<file path="src/rtl/rob_flush_sequencer_if.sv">
// Flush/return/dispatch signal bundle for rob_flush_sequencer.
// master: ROB/freelist/dispatch side. slave: the sequencer.
interface rob_flush_sequencer_if #(
  parameter int N_ROB    = 32,
  parameter int N_WAY    = 2,
  parameter int CDB_BITS = 6
);
  localparam int PEND_W = $clog2(N_ROB) + 1;

  logic                               branch_haz;
  logic [N_ROB-1:0][CDB_BITS-1:0]     free_list_haz;
  logic                               fl_ready;
  logic [N_WAY-1:0]                   ret_valid;
  logic [N_WAY-1:0][CDB_BITS-1:0]     ret_tag;
  logic                               dispatch_stall;
  logic                               busy;
  logic [PEND_W-1:0]                  pending;
  logic                               overflow_err;

  modport master (
    output branch_haz, free_list_haz, fl_ready,
    input  ret_valid, ret_tag, dispatch_stall, busy, pending, overflow_err
  );

  modport slave (
    input  branch_haz, free_list_haz, fl_ready,
    output ret_valid, ret_tag, dispatch_stall, busy, pending, overflow_err
  );
endinterface

</file>
<file path="src/rtl/rob_flush_sequencer.sv">
// rob_flush_sequencer: captures the squashed destination tags presented on a
// branch flush and returns them to the freelist N_WAY per cycle, holding
// dispatch stalled until recovery finishes.
// Optional build macro: ROB_FLUSH_BYPASS_EN -- in the flush cycle itself the
// lowest N_WAY non-zero tags go straight to the freelist and only the
// remainder is captured.
//
// state    | meaning
// ---------+-----------------------------------------------------------
// S_IDLE   | no recovery in progress; waiting for branch_haz
// S_DRAIN  | captured tags being returned, lowest index first
// S_SETTLE | one cycle for the freelist head to update, then S_IDLE
module rob_flush_sequencer #(
  parameter int N_ROB    = 32,
  parameter int N_WAY    = 2,
  parameter int CDB_BITS = 6
) (
  input  logic                 clock,
  input  logic                 reset,
  rob_flush_sequencer_if.slave bus
);
  localparam int PEND_W = $clog2(N_ROB) + 1;

  localparam logic [1:0] S_IDLE   = 2'd0;
  localparam logic [1:0] S_DRAIN  = 2'd1;
  localparam logic [1:0] S_SETTLE = 2'd2;

  logic [1:0]                     state;
  logic [N_ROB-1:0][CDB_BITS-1:0] tag_q;
  logic [N_ROB-1:0]               vld_q;
  logic                           ovf_q;

  logic [N_ROB-1:0]               in_nz;
  logic [N_ROB-1:0]               src_vld;
  logic [N_ROB-1:0][CDB_BITS-1:0] src_tag;
  logic [N_ROB-1:0]               rem;
  logic [N_ROB-1:0]               take;
  logic [N_ROB-1:0]               keep;
  logic [N_WAY-1:0]               rv;
  logic [N_WAY-1:0][CDB_BITS-1:0] rt;
  logic [PEND_W-1:0]              pop;
  logic                           found;

  // Tag 0 means "no register", so only non-zero incoming tags are live.
  always_comb begin
    for (int i = 0; i < N_ROB; i++) in_nz[i] = |bus.free_list_haz[i];
  end

  // Choose what may be offered this cycle; nothing is offered while reset is low.
  always_comb begin
    src_vld = '0;
    src_tag = tag_q;
    if (reset) begin
      if (state == S_DRAIN && bus.fl_ready) begin
        src_vld = vld_q;
      end
`ifdef ROB_FLUSH_BYPASS_EN
      else if (state == S_IDLE && bus.branch_haz && bus.fl_ready) begin
        src_vld = in_nz;
        src_tag = bus.free_list_haz;
      end
`endif
    end
  end

  // Pack the lowest-indexed live entries onto the slots, slot 0 first.
  always_comb begin
    rem   = src_vld;
    take  = '0;
    rv    = '0;
    rt    = '0;
    found = 1'b0;
    for (int s = 0; s < N_WAY; s++) begin
      found = 1'b0;
      for (int i = 0; i < N_ROB; i++) begin
        if (!found && rem[i]) begin
          found  = 1'b1;
          rv[s]  = 1'b1;
          rt[s]  = src_tag[i];
          rem[i] = 1'b0;
          take[i] = 1'b1;
        end
      end
    end
    keep = ((state == S_IDLE) ? in_nz : vld_q) & ~take;
  end

  // Count of captured tags still owed to the freelist.
  always_comb begin
    pop = '0;
    for (int i = 0; i < N_ROB; i++) pop = pop + PEND_W'(vld_q[i]);
  end

  // Recovery FSM, capture buffer and sticky overflow flag.
  always_ff @(posedge clock) begin
    if (!reset) begin
      state <= S_IDLE;
      tag_q <= '0;
      vld_q <= '0;
      ovf_q <= 1'b0;
    end else begin
      case (state)
        S_IDLE: begin
          if (bus.branch_haz) begin
            tag_q <= bus.free_list_haz;
            vld_q <= keep;
            state <= (|keep) ? S_DRAIN : S_SETTLE;
          end
        end
        S_DRAIN: begin
          if (bus.branch_haz) ovf_q <= 1'b1;
          vld_q <= keep;
          if (!(|keep)) state <= S_SETTLE;
        end
        S_SETTLE: begin
          if (bus.branch_haz) ovf_q <= 1'b1;
          state <= S_IDLE;
        end
        default: state <= S_IDLE;
      endcase
    end
  end

  assign bus.ret_valid      = rv;
  assign bus.ret_tag        = rt;
  assign bus.busy           = (state != S_IDLE);
  assign bus.dispatch_stall = (state != S_IDLE) | bus.branch_haz;
  assign bus.pending        = pop;
  assign bus.overflow_err   = ovf_q;
endmodule

</file>
<file path="src/flat_wrapper.sv">
// flat-port wrapper written by rule: the top's interface ports become plain ports
module rob_flush_sequencer_flat 
#(
  parameter int N_ROB    = 32,
  parameter int N_WAY    = 2,
  parameter int CDB_BITS = 6
)
  (clock, reset, bus_branch_haz, bus_free_list_haz, bus_fl_ready, bus_ret_valid, bus_ret_tag, bus_dispatch_stall, bus_busy, bus_pending, bus_overflow_err);
  rob_flush_sequencer_if #(.N_ROB(N_ROB), .N_WAY(N_WAY), .CDB_BITS(CDB_BITS)) bus_i ();
  input  logic clock;
  input  logic reset;
  input wire logic [$bits(bus_i.branch_haz)-1:0] bus_branch_haz;
  input wire logic [$bits(bus_i.free_list_haz)-1:0] bus_free_list_haz;
  input wire logic [$bits(bus_i.fl_ready)-1:0] bus_fl_ready;
  output wire logic [$bits(bus_i.ret_valid)-1:0] bus_ret_valid;
  output wire logic [$bits(bus_i.ret_tag)-1:0] bus_ret_tag;
  output wire logic [$bits(bus_i.dispatch_stall)-1:0] bus_dispatch_stall;
  output wire logic [$bits(bus_i.busy)-1:0] bus_busy;
  output wire logic [$bits(bus_i.pending)-1:0] bus_pending;
  output wire logic [$bits(bus_i.overflow_err)-1:0] bus_overflow_err;
  assign bus_i.branch_haz = bus_branch_haz;
  assign bus_i.free_list_haz = bus_free_list_haz;
  assign bus_i.fl_ready = bus_fl_ready;
  assign bus_ret_valid = bus_i.ret_valid;
  assign bus_ret_tag = bus_i.ret_tag;
  assign bus_dispatch_stall = bus_i.dispatch_stall;
  assign bus_busy = bus_i.busy;
  assign bus_pending = bus_i.pending;
  assign bus_overflow_err = bus_i.overflow_err;
  rob_flush_sequencer #(.N_ROB(N_ROB), .N_WAY(N_WAY), .CDB_BITS(CDB_BITS)) u_core (.clock(clock), .reset(reset), .bus(bus_i));
endmodule
</file>
<file path="config.mk">
export PLATFORM = sky130hd
export DESIGN_NAME = rob_flush_sequencer_flat
export DESIGN_NICKNAME = d
export VERILOG_FILES = /design/src/rtl/rob_flush_sequencer_if.sv /design/src/rtl/rob_flush_sequencer.sv /design/src/flat_wrapper.sv
export SDC_FILE = /design/constraint.sdc
export NUM_CORES = 1
export LEC_CHECK = 0
export ABC_AREA = 1
export BUFFER_PORTS_ARGS = -buffer_cell sky130_fd_sc_hd__buf_4
export CAP_MARGIN = 20
export CORE_ASPECT_RATIO = 0.8
export CORE_MARGIN = 2
export CORE_UTILIZATION = 35
export DETAILED_ROUTE_END_ITERATION = 12
export PLACE_DENSITY = 0.64
export SLEW_MARGIN = 20
export SYNTH_ARGS = -nofsm -noshare
export SYNTH_HDL_FRONTEND = slang
export SYNTH_SLANG_ARGS = --single-unit
</file>
<file path="constraint.sdc">
create_clock -name clock -period 12.9 [get_ports clock]
set_input_delay 0 -clock clock [delete_from_list [all_inputs] [get_ports clock]]
set_output_delay 0 -clock clock [all_outputs]
set_load 0.05 [all_outputs]
</file>
# Word-level counts from Yosys, hierarchy flattened
# Index checks and enable logic that the tools add are counted.
op_classes:
  add_sub_neg: 31
  n_mul: 0
  div_mod_pow: 0
  order_cmp: 0
  eq_ne: 4
  n_shift: 0
  n_mux: 228
  bitwise_logic: 3
  n_reduce_logical: 164
op_table:
  columns: ["op", "count"]
  rows:
  - ["$mux W6", 63]
  - ["$reduce_or A6 Y1", 32]
  - ["$add A6 B1 Y6", 30]
  - ["$mux W1", 156]
  - ["$mux W32", 4]
  - ["$pmux W32 S2", 1]
  - ["$logic_and A1 B1 Y1", 62]
  - ["$logic_not A1 Y1", 61]
  - ["$and A32 B32 Y32", 1]
  - ["$not A32 Y32", 1]
  - ["$reduce_or A32 Y1", 1]
  - ["$reduce_and A2 Y1", 4]
  - ["$mux W2", 3]
  - ["$ne A2 B2 Y1 const B", 2]
  - ["$pmux W2 S2", 1]
  - ["$reduce_bool A2 Y1", 2]
  - ["$add A1 B1 Y2", 1]
  - ["$eq A2 B1 Y1 const B", 1]
  - ["$eq A2 B2 Y1 const B", 1]
  - ["$logic_not A2 Y1", 1]
  - ["$reduce_or A2 Y1", 1]
  - ["$or A1 B1 Y1", 1]
totals:
  register_bits: 227
  latchBits: 0
  ram_bits: 0
  rom_bits: 0
  elab_cells: 465
  n_memories: 0

# Longest topological paths before layout
# Gate-level depths: netlist of run 1.
logic_depth:
  depth_word: 106
  depth_mapped: 33
  ltp_nobuf: 33

# Least setup slack after synthesis of run 1
# Ideal clock, no wire load.
synth_timing:
  kind: "register to output"
  startpoint: "register u_core.vld_q[0]"
  endpoint: "output port bus_pending[2]"
  arrival_ps: 5200
  required_time_ps: 12900
  path_slack_ps: 7700
  stages_incl_launch_ff: 15
  path_buffers: 0
  path_cell_list: "dfxtp_1 > ha_1 > inv_1 > fa_1 > inv_1 > fa_1 > fa_1 > fa_1 > fa_1 > inv_1 > fa_1 > inv_1 > fa_1 > fa_1 > xor2_1"
synth_via:
  elab_chain_cells: 31
synth_lines:
  columns: ["item", "line", "source"]
  rows:
  - ["start, declared", "rob_flush_sequencer.sv:30", "logic [N_ROB-1:0] vld_q;"]
  - ["start signal, assigned", "rob_flush_sequencer.sv:106", "vld_q <= keep;"]
  - ["start signal, assigned", "rob_flush_sequencer.sv:112", "vld_q <= keep;"]
  - ["$add A1 B1 Y2", "rob_flush_sequencer.sv:91", "for (int i = 0; i < N_ROB; i++) pop = pop + PEND_W'(vld_q[i]);"]
  - ["$add A6 B1 Y6 (30 in series)", "rob_flush_sequencer.sv:91", null]
  - ["end, declared", "flat_wrapper.sv:19", "output wire logic [$bits(bus_i.pending)-1:0] bus_pending;"]
# Every way passes these cells.

# Worst setup path in the final report of run 1
layout_timing:
  startpoint: "register u_core.vld_q[0]"
  endpoint: "output port bus_pending[4]"
# The elaborated chain is that of the path after synthesis.

==> results of run 1 <==
sequential cells by signal (all words and copies together), names as in the netlist:
signal	cells
u_core.bus.overflow_err	1
u_core.state	2
u_core.vld_q	32
u_core.src_tag	192
layout make-up:
cell class,instances,area [µm²]
clock inverters,12,138
fillers,3845,19700
inverters,251,946
multi-input cells,1544,7800
clock buffers,34,712
repair buffers,441,3850
flip-flops and latches,227,4540
well taps,495,619
synth_stat cells, types with 2 or more instances:
library cell | n | area share, %
clkinv_1 | 3 | 0.083
o22ai_1 | 7 | 0.32
nand3_4 | 2 | 0.26
nor2_2 | 14 | 0.64
o2111ai_1 | 8 | 0.51
nor2_4 | 12 | 0.99
o211ai_1 | 4 | 0.22
clkbuf_1 | 78 | 2.2
nand3_1 | 98 | 3.6
a22oi_1 | 15 | 0.83
o21ai_0 | 262 | 9.6
fa_1 | 24 | 3.5
nand4_2 | 2 | 0.18
dfxtp_1 | 227 | 33
nand4_1 | 50 | 2.3
nand2_1 | 329 | 9.1
a31oi_1 | 2 | 0.092
nand2_2 | 6 | 0.28
buf_1 | 7 | 0.19
nor3_1 | 55 | 2.0
nand4_4 | 4 | 0.62
nor4_1 | 26 | 1.2
nand3_2 | 13 | 0.96
o21ai_1 | 4 | 0.15
inv_1 | 237 | 6.5
ha_1 | 10 | 0.92
inv_2 | 10 | 0.28
a21oi_1 | 151 | 5.6
xor2_1 | 2 | 0.13
a221oi_1 | 4 | 0.26
nor2_1 | 420 | 12
o2bb2ai_1 | 6 | 0.39
o21bai_1 | 3 | 0.17
cells in the final DEF (no fill, tap or decap), types with 2 or more instances in the layout:
| cell | Yosys | final |
|---|---|---|
| nor2_1 | 420 | 420 |
| nand2_1 | 329 | 327 |
| o21ai_0 | 262 | 262 |
| inv_1 | 237 | 236 |
| dfxtp_1 | 227 | 227 |
| buf_4 | 0 | 225 |
| dlygate4sd3_1 | 0 | 216 |
| a21oi_1 | 151 | 151 |
| nand3_1 | 98 | 98 |
| nor3_1 | 55 | 55 |
| nand4_1 | 50 | 50 |
| clkbuf_16 | 0 | 27 |
| nor4_1 | 26 | 26 |
| fa_1 | 24 | 24 |
| a22oi_1 | 15 | 15 |
| nor2_2 | 14 | 14 |
| nand3_2 | 13 | 13 |
| nor2_4 | 12 | 12 |
| inv_2 | 10 | 11 |
| ha_1 | 10 | 10 |
| clkinv_2 | 0 | 9 |
| o2111ai_1 | 8 | 8 |
| nand2_2 | 6 | 7 |
| o22ai_1 | 7 | 7 |
| o2bb2ai_1 | 6 | 6 |
| clkbuf_1 | 78 | 6 |
| nand4_4 | 4 | 4 |
| o21ai_1 | 4 | 4 |
| o211ai_1 | 4 | 4 |
| a221oi_1 | 4 | 4 |
| o21bai_1 | 3 | 3 |
| bufinv_16 | 0 | 3 |
| a31oi_1 | 2 | 2 |
| xor2_1 | 2 | 2 |
| nand2_4 | 1 | 2 |
| nand3_4 | 2 | 2 |
| nand4_2 | 2 | 2 |
| clkinv_1 | 3 | 2 |
per-layer routing:
metal  global-route usage (%)  wire length [µm]  vias to the layer above
li1                         -                 -                     7699
met1                     34.0             23300                     7130
met2                     37.3             21700                      508
met3                     3.59              3350                       57
met4                     3.84               753                        2
met5                        0                13                        -
metrics by stage:
stage	setup WS [ns]	hold WS (ns)
6_report	7.05	0.250
5_1_grt	6.82	0.261
4_1_cts	7.02	0.219
3_5_place_dp	7.64	0.270
3_3_place_gp	7.65	0.263
2_1_floorplan	7.70	0.148
report_power, final:
part           total, W  switching (W)  internal, W
combinational   0.00140       0.000923     0.000477
sequential     0.000821      0.0000536     0.000768
clock          0.000758       0.000312     0.000446
kinds of logic (layout without fill, tap and decap cells):
logic type / Yosys count / count (layout) / share of synthesized area, %
and+or+nand+nor: 1036 / 1036 / 34.1
AOI/OAI and AO/OA: 470 / 470 / 18.4
buffers and inverters: 338 / 738 / 9.40
DFF: 227 / 227 / 33.4
adders and majority gates: 34 / 34 / 4.45
xor gates and xnor gates: 3 / 3 / 0.193
muxes: 1 / 1 / 0.0735
tightest hold or removal path, delay by kind of cell:
| kind | cells | cell delay (ns) |
|---|---|---|
| compound gates | 1 | 0.07 |
| buf+inv | 2 | 0.62 |
| simple gates | 1 | 0.08 |
final timing paths:
kind                                              from             endpoint  slack (ns)  cells past startpoint
worst min-delay path            bus_free_list_haz[140]  u_core.src_tag[140]        0.25                      4
worst max-delay path                   u_core.vld_q[0]       bus_pending[4]        7.05                     18
worst min register to register         u_core.state[1]      u_core.state[1]        0.47                      2
worst max register to register         u_core.state[1]      u_core.state[1]        8.20                     32
==> results.py, run 1 <==
metrics = {
    "floorplanning": {
        "die-area_mm2": 0.0405,
        "core.rowCount": 64,
        "fp.dieW_um": 225,
        "initial_core_util_pct": 35.6,
        "ios": 219,
        "core-area_mm2": 0.0383,
        "die_h_um": 180,
    },
    "finish": {
        "fin_util_pct": 48.6,
        "final_nets": 2721,
        "stdcell_count": 3004,
        "fin_area_mm2": 0.0186,
        "synthToLayoutAreaGrowth_pct": 36.7,
        "diodes": 0,
        "layout-drive-gt1-share_pct": 13.5,
    },
    "route": {
        "drt_wl_total_um": 49100,
        "routedWlPerCell_um": 16.3,
        "drt_iter0_markers": 1281,
        "viasPerCell": 5.13,
        "ant_nets": 0,
        "vias": 15400,
        "drc_errors": 0,
        "drt-pass1-iter-count": 6,
    },
    "worst_hold_path": {
        "min_path_type": "primary input to flop",
    },
    "synth": {
        "ys_warn_count": 0,
        "yosysUniqueCellTypes": 47,
        "synth_enable_flop_cells": 0,
        "async_flop_share_pct": 0,
        "postSynthCellCount": 2109,
        "synth_seq_cells": 227,
        "avgSynthCellArea_um2": 6.46,
        "synth_flop_cell": "dfxtp_1",
        "synth_area_mm2": 0.0136,
        "mappedNetlistNets": 2339,
        "yosysSeqAreaShare_pct": 33.4,
    },
    "clocking": {
        "postCtsSetupRepairBufs": 0,
        "cts-root-buf": "clkbuf_16",
        "clock_sinks": 227,
        "holdBufCountCts": 216,
        "clk_latency_ns": 0.55,
        "tritoncts": "done",
        "htreeDepth": 1,
        "path_clk_slew_ns": 0.06,
        "cts_resized": 0,
        "clk_path_buf_depth": 3,
        "numCtsBuffers": 26,
    },
    "sta": {
        "relSlewSlack_pct": 31.7,
        "finalClockSkew_ns": 0.0184,
        "worst_pin_slew_ns": 1.03,
        "finalCritPeriodShare_pct": 45.3,
        "period_needed_ns": 5.85,
        "hold_violations": 0,
        "rsz0062_at_grt": "no",
        "fmax_mhz": 171,
        "setup_viol_count_final": 0,
        "finalSetupTns_ns": 0,
        "slew_viol_final": 0,
    },
    "critical_path": {
        "worst-path-buf-inv": 5,
        "slowest_delay_ns": 0.51,
        "cp_cell_sequence": "ha_1, inv_1, fa_1, inv_1, fa_1, fa_1, fa_1, fa_1, inv_1, fa_1, inv_1, fa_1, fa_1, a21oi_1, nor2_1, nor2_1, xnor2_1, buf_4",
        "path_class": "flop to primary output",
        "cp_data_required_time_ns": 12.90,
        "critPathSlowestCell": "fa_1",
        "path_max_fanout": 5,
        "cp.arrival_ns": 5.85,
        "cpLargestDelayFamily": "adder cells",
        "start_kind": "flop",
        "setup.worst_path.end_class": "primary output",
        "critPathMostFrequentCell": "fa_1",
    },
    "global_routing": {
        "grt_max_degree": 114,
        "antenna_found_initial": 1,
        "grt_pass1_wl_um": 76900,
        "grt_pass1_vias": 14400,
        "groute.usage.overall_pct": 23.5,
        "grt-ovfl-total": 0,
    },
    "power_and_ir_drop": {
        "power.total_w": 0.00298,
        "leakage_nw": 8.37,
        "ir_worst_vdd_mv": 0.407,
        "p_per_area_mw_per_mm2": 160,
    },
    "place": {
        "placedInstanceArea_mm2": 0.0156,
        "dpl.hpwl_um": 36000,
        "io_buffers": 218,
        "dp_cells": 2742,
        "place.gp.congestion": 0.947,
    },
    "outcome": {
        "status": "finished clean",
    },
    "job": {
        "maxCapViolations": 0,
    },
}
Power figures use the tool's default switching activity.
==> run 2: changes to the inputs <==
--- a/config.mk
+++ b/config.mk
@@ -12,7 +12,7 @@
 export CORE_MARGIN = 2
 export CORE_UTILIZATION = 35
 export DETAILED_ROUTE_END_ITERATION = 12
-export PLACE_DENSITY = 0.64
+export PLACE_DENSITY = 0.66
 export SLEW_MARGIN = 20
 export SYNTH_ARGS = -nofsm -noshare
 export SYNTH_HDL_FRONTEND = slang
==> constraint.sdc (replaced) <==
create_clock -name clock -period 4.77 [get_ports clock]
set_input_delay 0 -clock clock [delete_from_list [all_inputs] [get_ports clock]]
set_output_delay 0 -clock clock [all_outputs]
set_load 0.05 [all_outputs]
==> run 2 against run 1 <==
The flow now finishes with violations (negative setup slack). Final cell count up 2.0%. Clock-buffer cell count increased by 3. First-iteration DRC count decreased by 11%. Clock skew shrank 0.0045 ns. Non-clock buffer count up 61. Critical path depth did not move. Core utilization is 3.7 points higher. Setup slack got worse by 7.9 ns. Register-to-register slack lost 8.0 ns. Total power rose to 3.1 times the previous value. Final area grew 7.7%. Routed wire length is 5.4% higher. Highest routed layer is now met4.
==> results.py, run 2 (synthesized netlist as in run 1, its figures left out) <==
metrics = {
    "sta": {
        "rsz0062_at_grt": "yes",
        "hold_violations": 0,
        "setup_viol_count_final": 12,
        "fmax_mhz": 179,
        "slew_viol_final": 0,
        "finalClockSkew_ns": 0.0139,
        "finalCritPeriodShare_pct": 117,
        "relSlewSlack_pct": 32.5,
        "period_needed_ns": 5.58,
        "setup_ws_ns": -0.813,
        "worst_pin_slew_ns": 1.01,
    },
    "place": {
        "place.gp.congestion": 0.916,
        "placedInstanceArea_mm2": 0.0159,
        "dp_slack_ns": -0.311,
        "dp_cells": 2779,
        "dpl.hpwl_um": 36100,
        "io_buffers": 218,
    },
    "finish": {
        "mostFrequentLayoutCells": "375 x nor2_1, 309 x nand2_1, 282 x buf_4, 240 x o21ai_0, 223 x dfxtp_1",
        "layout-drive-gt1-share_pct": 23.0,
        "largest_register_ffs": 192,
        "final_common_cell": "nor2_1",
        "synthToLayoutAreaGrowth_pct": 47.2,
        "final_nets": 2783,
        "stdcell_count": 3065,
        "diodes": 0,
        "fin_area_mm2": 0.0200,
        "fin_util_pct": 52.3,
    },
    "global_routing": {
        "grt_max_degree": 260,
        "grt-ovfl-total": 0,
        "grt_pass1_vias": 14700,
        "antenna_found_initial": 0,
        "groute.usage.overall_pct": 23.8,
        "grt_pass1_wl_um": 77800,
    },
    "power_and_ir_drop": {
        "ir_worst_vdd_mv": 1.11,
        "swShare_pct": 42.6,
        "switchingPower_w": 0.00395,
        "power.total_w": 0.00928,
        "internal_power_w": 0.00532,
        "p_per_area_mw_per_mm2": 463,
        "leakage_nw": 9.08,
        "pwr-share-clk_pct": 22.5,
        "pwr-share-comb_pct": 53.6,
        "p_seq_share_pct": 24.0,
    },
    "floorplanning": {
        "initial_core_util_pct": 35.6,
        "die-area_mm2": 0.0405,
        "ios": 219,
        "fp.dieW_um": 225,
        "core-area_mm2": 0.0383,
        "die_h_um": 180,
        "core.rowCount": 64,
    },
    "route": {
        "drt_iter0_markers": 1137,
        "ant_nets": 0,
        "vias": 15900,
        "routedWlPerCell_um": 16.9,
        "viasPerCell": 5.19,
        "drc_errors": 0,
        "drt_wl_total_um": 51700,
        "drt-pass1-iter-count": 8,
    },
    "outcome": {
        "status": "complete, but fails checks",
        "violations": "negative setup slack",
    },
    "critical_path": {
        "path_class": "flop to primary output",
        "slowest_delay_ns": 0.51,
        "critPathMostFrequentCell": "fa_1",
        "r2r_start": "u_core.state[1]",
        "cp.arrival_ns": 5.58,
        "path_max_fanout": 2,
        "start_kind": "flop",
        "critPathSlowestCell": "fa_1",
        "cp_cell_sequence": "ha_4, inv_2, fa_1, inv_1, fa_1, fa_1, fa_1, fa_1, inv_1, fa_1, inv_1, fa_2, fa_2, a21oi_2, nor2_1, nor2_2, xnor2_4, buf_6",
        "crit_start": "u_core.vld_q[1]",
        "cp_data_required_time_ns": 4.77,
        "cpLargestDelayFamily": "adder cells",
        "setup.worst_path.end_class": "primary output",
        "worst-path-buf-inv": 5,
    },
    "clocking": {
        "numCtsBuffers": 27,
        "path_clk_slew_ns": 0.05,
        "clk_path_buf_depth": 3,
        "tritoncts": "done",
        "clk_latency_ns": 0.56,
        "clock_sinks": 227,
        "htreeDepth": 1,
        "cts-root-buf": "clkbuf_16",
    },
    "worst_hold_path": {
        "hold_start": "bus_fl_ready",
        "min_path_type": "primary input to flop",
    },
    "job": {
        "maxCapViolations": 0,
    },
}
-- run 2: metal layers --
layer	track usage, %	share of wire (%)
met1	34.5	47
met2	38.4	45
met3	2.97	5.4
met4	4.16	1.7
met5	0	0
-- run 2: timing repair --
action / 4_1_cts / 5_1_grt
hold buffers: 194 / 0
gates resized for setup: 45 / 219
gates cloned: 0 / 0
pin swaps: 8 / 106
endpoints found under the setup margin: 18 / 20
hold endpoints to repair: 213 / 0
setup buffers: 3 / 43
-- run 2: worst min-delay path, cell delays in order --
cell and delay (ns):
buf_4 0.11, nand2_8 0.11, nor2_4 0.15, a21oi_1 0.06, nand2_1 0.09, a21oi_1 0.07
-- run 2: power groups by stage --
stage | Clock, W | Sequential, W | Combinational [W]
6_report | 0.00208 | 0.00222 | 0.00497
2_1_floorplan | 0 | 0.00221 | 0.00271
3_5_place_dp | 0 | 0.00225 | 0.00413
4_1_cts | 0.00213 | 0.00221 | 0.00478
5_1_grt | 0.00219 | 0.00224 | 0.00529
3_3_place_gp | 0 | 0.00225 | 0.00406
-- run 2: layout make-up --
class | count | area, µm²
clock buffer | 37 | 763
clock inverter | 9 | 105
fill | 3640 | 18200
inverter | 251 | 968
multi-input combinational | 1544 | 8630
sequential | 227 | 4550
tap | 495 | 619
timing repair buffer | 502 | 4400
-- run 2: worst paths after layout --
| kind | slack (ns) | cells past startpoint | endpoint |
|---|---|---|---|
| setup / recovery | -0.81 | 18 | bus_pending[4] |
| hold / removal | 0.08 | 6 | u_core.vld_q[0] |
| setup reg to reg | 0.22 | 34 | u_core.state[0] |
| hold reg to reg | 0.47 | 2 | u_core.src_tag[126] |
-- run 2: per-stage QoR --
step                TNS [ns]  hold slack (ns)
global placement      -0.344            0.255
floorplan             -0.131            0.148
finish                 -3.69           0.0795
global route           -6.45            0.118
detailed placement    -0.437            0.261
CTS                    -3.55           0.0775
==> run 3: changes to the inputs <==
--- a/config.mk
+++ b/config.mk
@@ -8,11 +8,11 @@
 export ABC_AREA = 1
 export BUFFER_PORTS_ARGS = -buffer_cell sky130_fd_sc_hd__buf_4
 export CAP_MARGIN = 20
-export CORE_ASPECT_RATIO = 0.8
+export CORE_ASPECT_RATIO = 0.6
 export CORE_MARGIN = 2
 export CORE_UTILIZATION = 35
 export DETAILED_ROUTE_END_ITERATION = 12
-export PLACE_DENSITY = 0.66
+export PLACE_DENSITY = 0.64
 export SLEW_MARGIN = 20
 export SYNTH_ARGS = -nofsm -noshare
 export SYNTH_HDL_FRONTEND = slang
==> constraint.sdc (replaced) <==
create_clock -name clock -period 7.1 [get_ports clock]
set_input_delay 0 -clock clock [delete_from_list [all_inputs] [get_ports clock]]
set_output_delay 0 -clock clock [all_outputs]
set_load 0.05 [all_outputs]
==> run 3 against run 2 <==
The run now ends clean. Sequential power is 33% lower. Combinational power is 48% lower. Setup slack better by 2.1 ns. Die area is 0.10% higher. Non-clock buffer count is 75 lower. Largest cell class unchanged. Global-route usage is 0.28 points higher. Critical path depth stayed put. Highest routed layer unchanged. First-iteration DRC count is 33% higher. Final area is 7.7% lower. Sequential share of layout area is 1.9 points higher. Sequential cell count stayed put.
==> results.py, run 3 (synthesized netlist as in run 1, its figures left out) <==
metrics = {
    "critical_path": {
        "setup.worst_path.end_class": "primary output",
        "start_kind": "flop",
        "worstRegToRegCells": 32,
        "cp.arrival_ns": 5.83,
        "path_max_fanout": 5,
        "path_class": "flop to primary output",
        "cp_data_required_time_ns": 7.10,
    },
    "finish": {
        "diodes": 0,
        "layout-drive-gt1-share_pct": 13.6,
        "multiInputGateArea_mm2": 0.00780,
        "n_fill_cell": 3870,
        "final_common_cell": "nor2_1",
        "seqCellArea_mm2": 0.00454,
        "synthToLayoutAreaGrowth_pct": 35.8,
        "final_nets": 2706,
        "mostFrequentLayoutCells": "420 x nor2_1, 327 x nand2_1, 262 x o21ai_0, 236 x inv_1, 227 x dfxtp_1",
        "largest_register_ffs": 192,
    },
    "sta": {
        "relSlewSlack_pct": 31.8,
        "finalClockSkew_ns": 0.0118,
        "fmax_mhz": 172,
        "slew_viol_final": 0,
        "period_needed_ns": 5.83,
        "worst_pin_slew_ns": 1.02,
        "finalCritPeriodShare_pct": 82.0,
        "hold_violations": 0,
        "rsz0062_at_grt": "no",
        "finalSetupTns_ns": 0,
        "setup_viol_count_final": 0,
    },
    "route": {
        "ant_nets": 0,
        "drt-pass1-iter-count": 7,
        "drc_errors": 0,
        "vias": 15500,
        "drt_iter0_markers": 1509,
        "viasPerCell": 5.17,
        "drt_wl_total_um": 50200,
        "routedWlPerCell_um": 16.7,
    },
    "power_and_ir_drop": {
        "power.total_w": 0.00545,
        "ir_worst_vdd_mv": 0.957,
        "p_per_area_mw_per_mm2": 295,
        "leakage_nw": 8.31,
    },
    "global_routing": {
        "groute.usage.overall_pct": 24.1,
        "grt_max_degree": 116,
        "antenna_found_initial": 0,
        "grt-ovfl-total": 0,
        "grt_pass1_wl_um": 77800,
        "grt_pass1_vias": 14500,
    },
    "clocking": {
        "clk_latency_ns": 0.55,
        "cts_resized": 0,
        "clk_path_buf_depth": 3,
        "clock_sinks": 227,
        "postCtsSetupRepairBufs": 0,
        "tritoncts": "done",
        "path_clk_slew_ns": 0.06,
        "htreeDepth": 1,
        "holdBufCountCts": 201,
        "cts-root-buf": "clkbuf_16",
        "numCtsBuffers": 25,
    },
    "floorplanning": {
        "fp.dieW_um": 259,
        "die_h_um": 157,
        "core.rowCount": 55,
        "die-area_mm2": 0.0405,
        "core-area_mm2": 0.0380,
        "ios": 219,
        "initial_core_util_pct": 35.8,
    },
    "place": {
        "place.gp.congestion": 0.951,
        "io_buffers": 218,
        "dpl.hpwl_um": 36400,
    },
    "job": {
        "maxCapViolations": 0,
    },
    "worst_hold_path": {
        "min_path_type": "primary input to flop",
        "whs_path_depth": 4,
    },
    "outcome": {
        "status": "finished clean",
    },
}
[run 3: cell types whose count changed in the layout (fill, tap and decap cells not counted), moves of 19 or more]
cell | previous run | this run
nand3_1 | 75 | 98
inv_1 | 217 | 236
nor2_1 | 375 | 420
nor2_2 | 43 | 14
buf_4 | 282 | 226
o21ai_0 | 240 | 262
[run 3: where the power goes]
part           total [W]  switching, W  internal, W
Sequential       0.00149      0.000101      0.00139
Combinational    0.00258       0.00170     0.000878
Clock            0.00138      0.000565     0.000817
Total            0.00545       0.00237      0.00309
[run 3: worst paths after layout]
path / start / to / slack [ns]
worst max-delay path: u_core.vld_q[0] / bus_pending[4] / 1.27
worst min-delay path: bus_free_list_haz[22] / u_core.src_tag[22] / 0.27
worst max register to register: u_core.state[1] / u_core.state[1] / 2.29
worst min register to register: u_core.src_tag[98] / u_core.src_tag[98] / 0.47
[run 3: cell type report]
class | instances | area share, %
Clock inverter | 9 | 0.697
Clock buffer | 35 | 3.91
Sequential cell | 227 | 24.6
Multi-Input combinational cell | 1544 | 42.2
Inverter | 251 | 5.12
Timing Repair Buffer | 427 | 20.1
Tap cell | 513 | 3.47
[run 3: metrics by stage]
step | utilization, % | hold WS, ns | setup slack, ns | cells | instance area [µm²]
after floorplan | - | 0.148 | 1.90 | 2109 | 13600
after global placement | 41.1 | 0.259 | 1.85 | 2761 | 15600
after detailed placement | 41.1 | 0.270 | 1.85 | 2761 | 15600
after CTS | 48.7 | 0.238 | 1.24 | 3006 | 18500
after global routing | 48.7 | 0.276 | 1.01 | 3006 | 18500
final | 48.7 | 0.266 | 1.27 | 3006 | 18500
[run 3: layer usage]
metal / up-vias / share of wire [%] / global-route usage, % / routed length (µm)
li1: 7676 / - / - / -
met1: 7189 / 48 / 36.0 / 24000
met2: 612 / 43 / 36.7 / 21300
met3: 58 / 8.3 / 4.28 / 4180
met4: 0 / 1.3 / 3.66 / 656
met5: - / 0 / 0 / 0
[run 3: worst max-delay path, cell delays in order, from the launching register on]
cell	delay (ns)
dfxtp_1	0.36
ha_1	0.30
inv_1	0.04
fa_1	0.47
inv_1	0.05
fa_1	0.46
fa_1	0.51
fa_1	0.44
fa_1	0.50
inv_1	0.05
fa_1	0.48
inv_1	0.05
fa_1	0.44
fa_1	0.49
a21oi_1	0.14
nor2_1	0.05
nor2_1	0.10
xnor2_1	0.12
buf_4	0.21
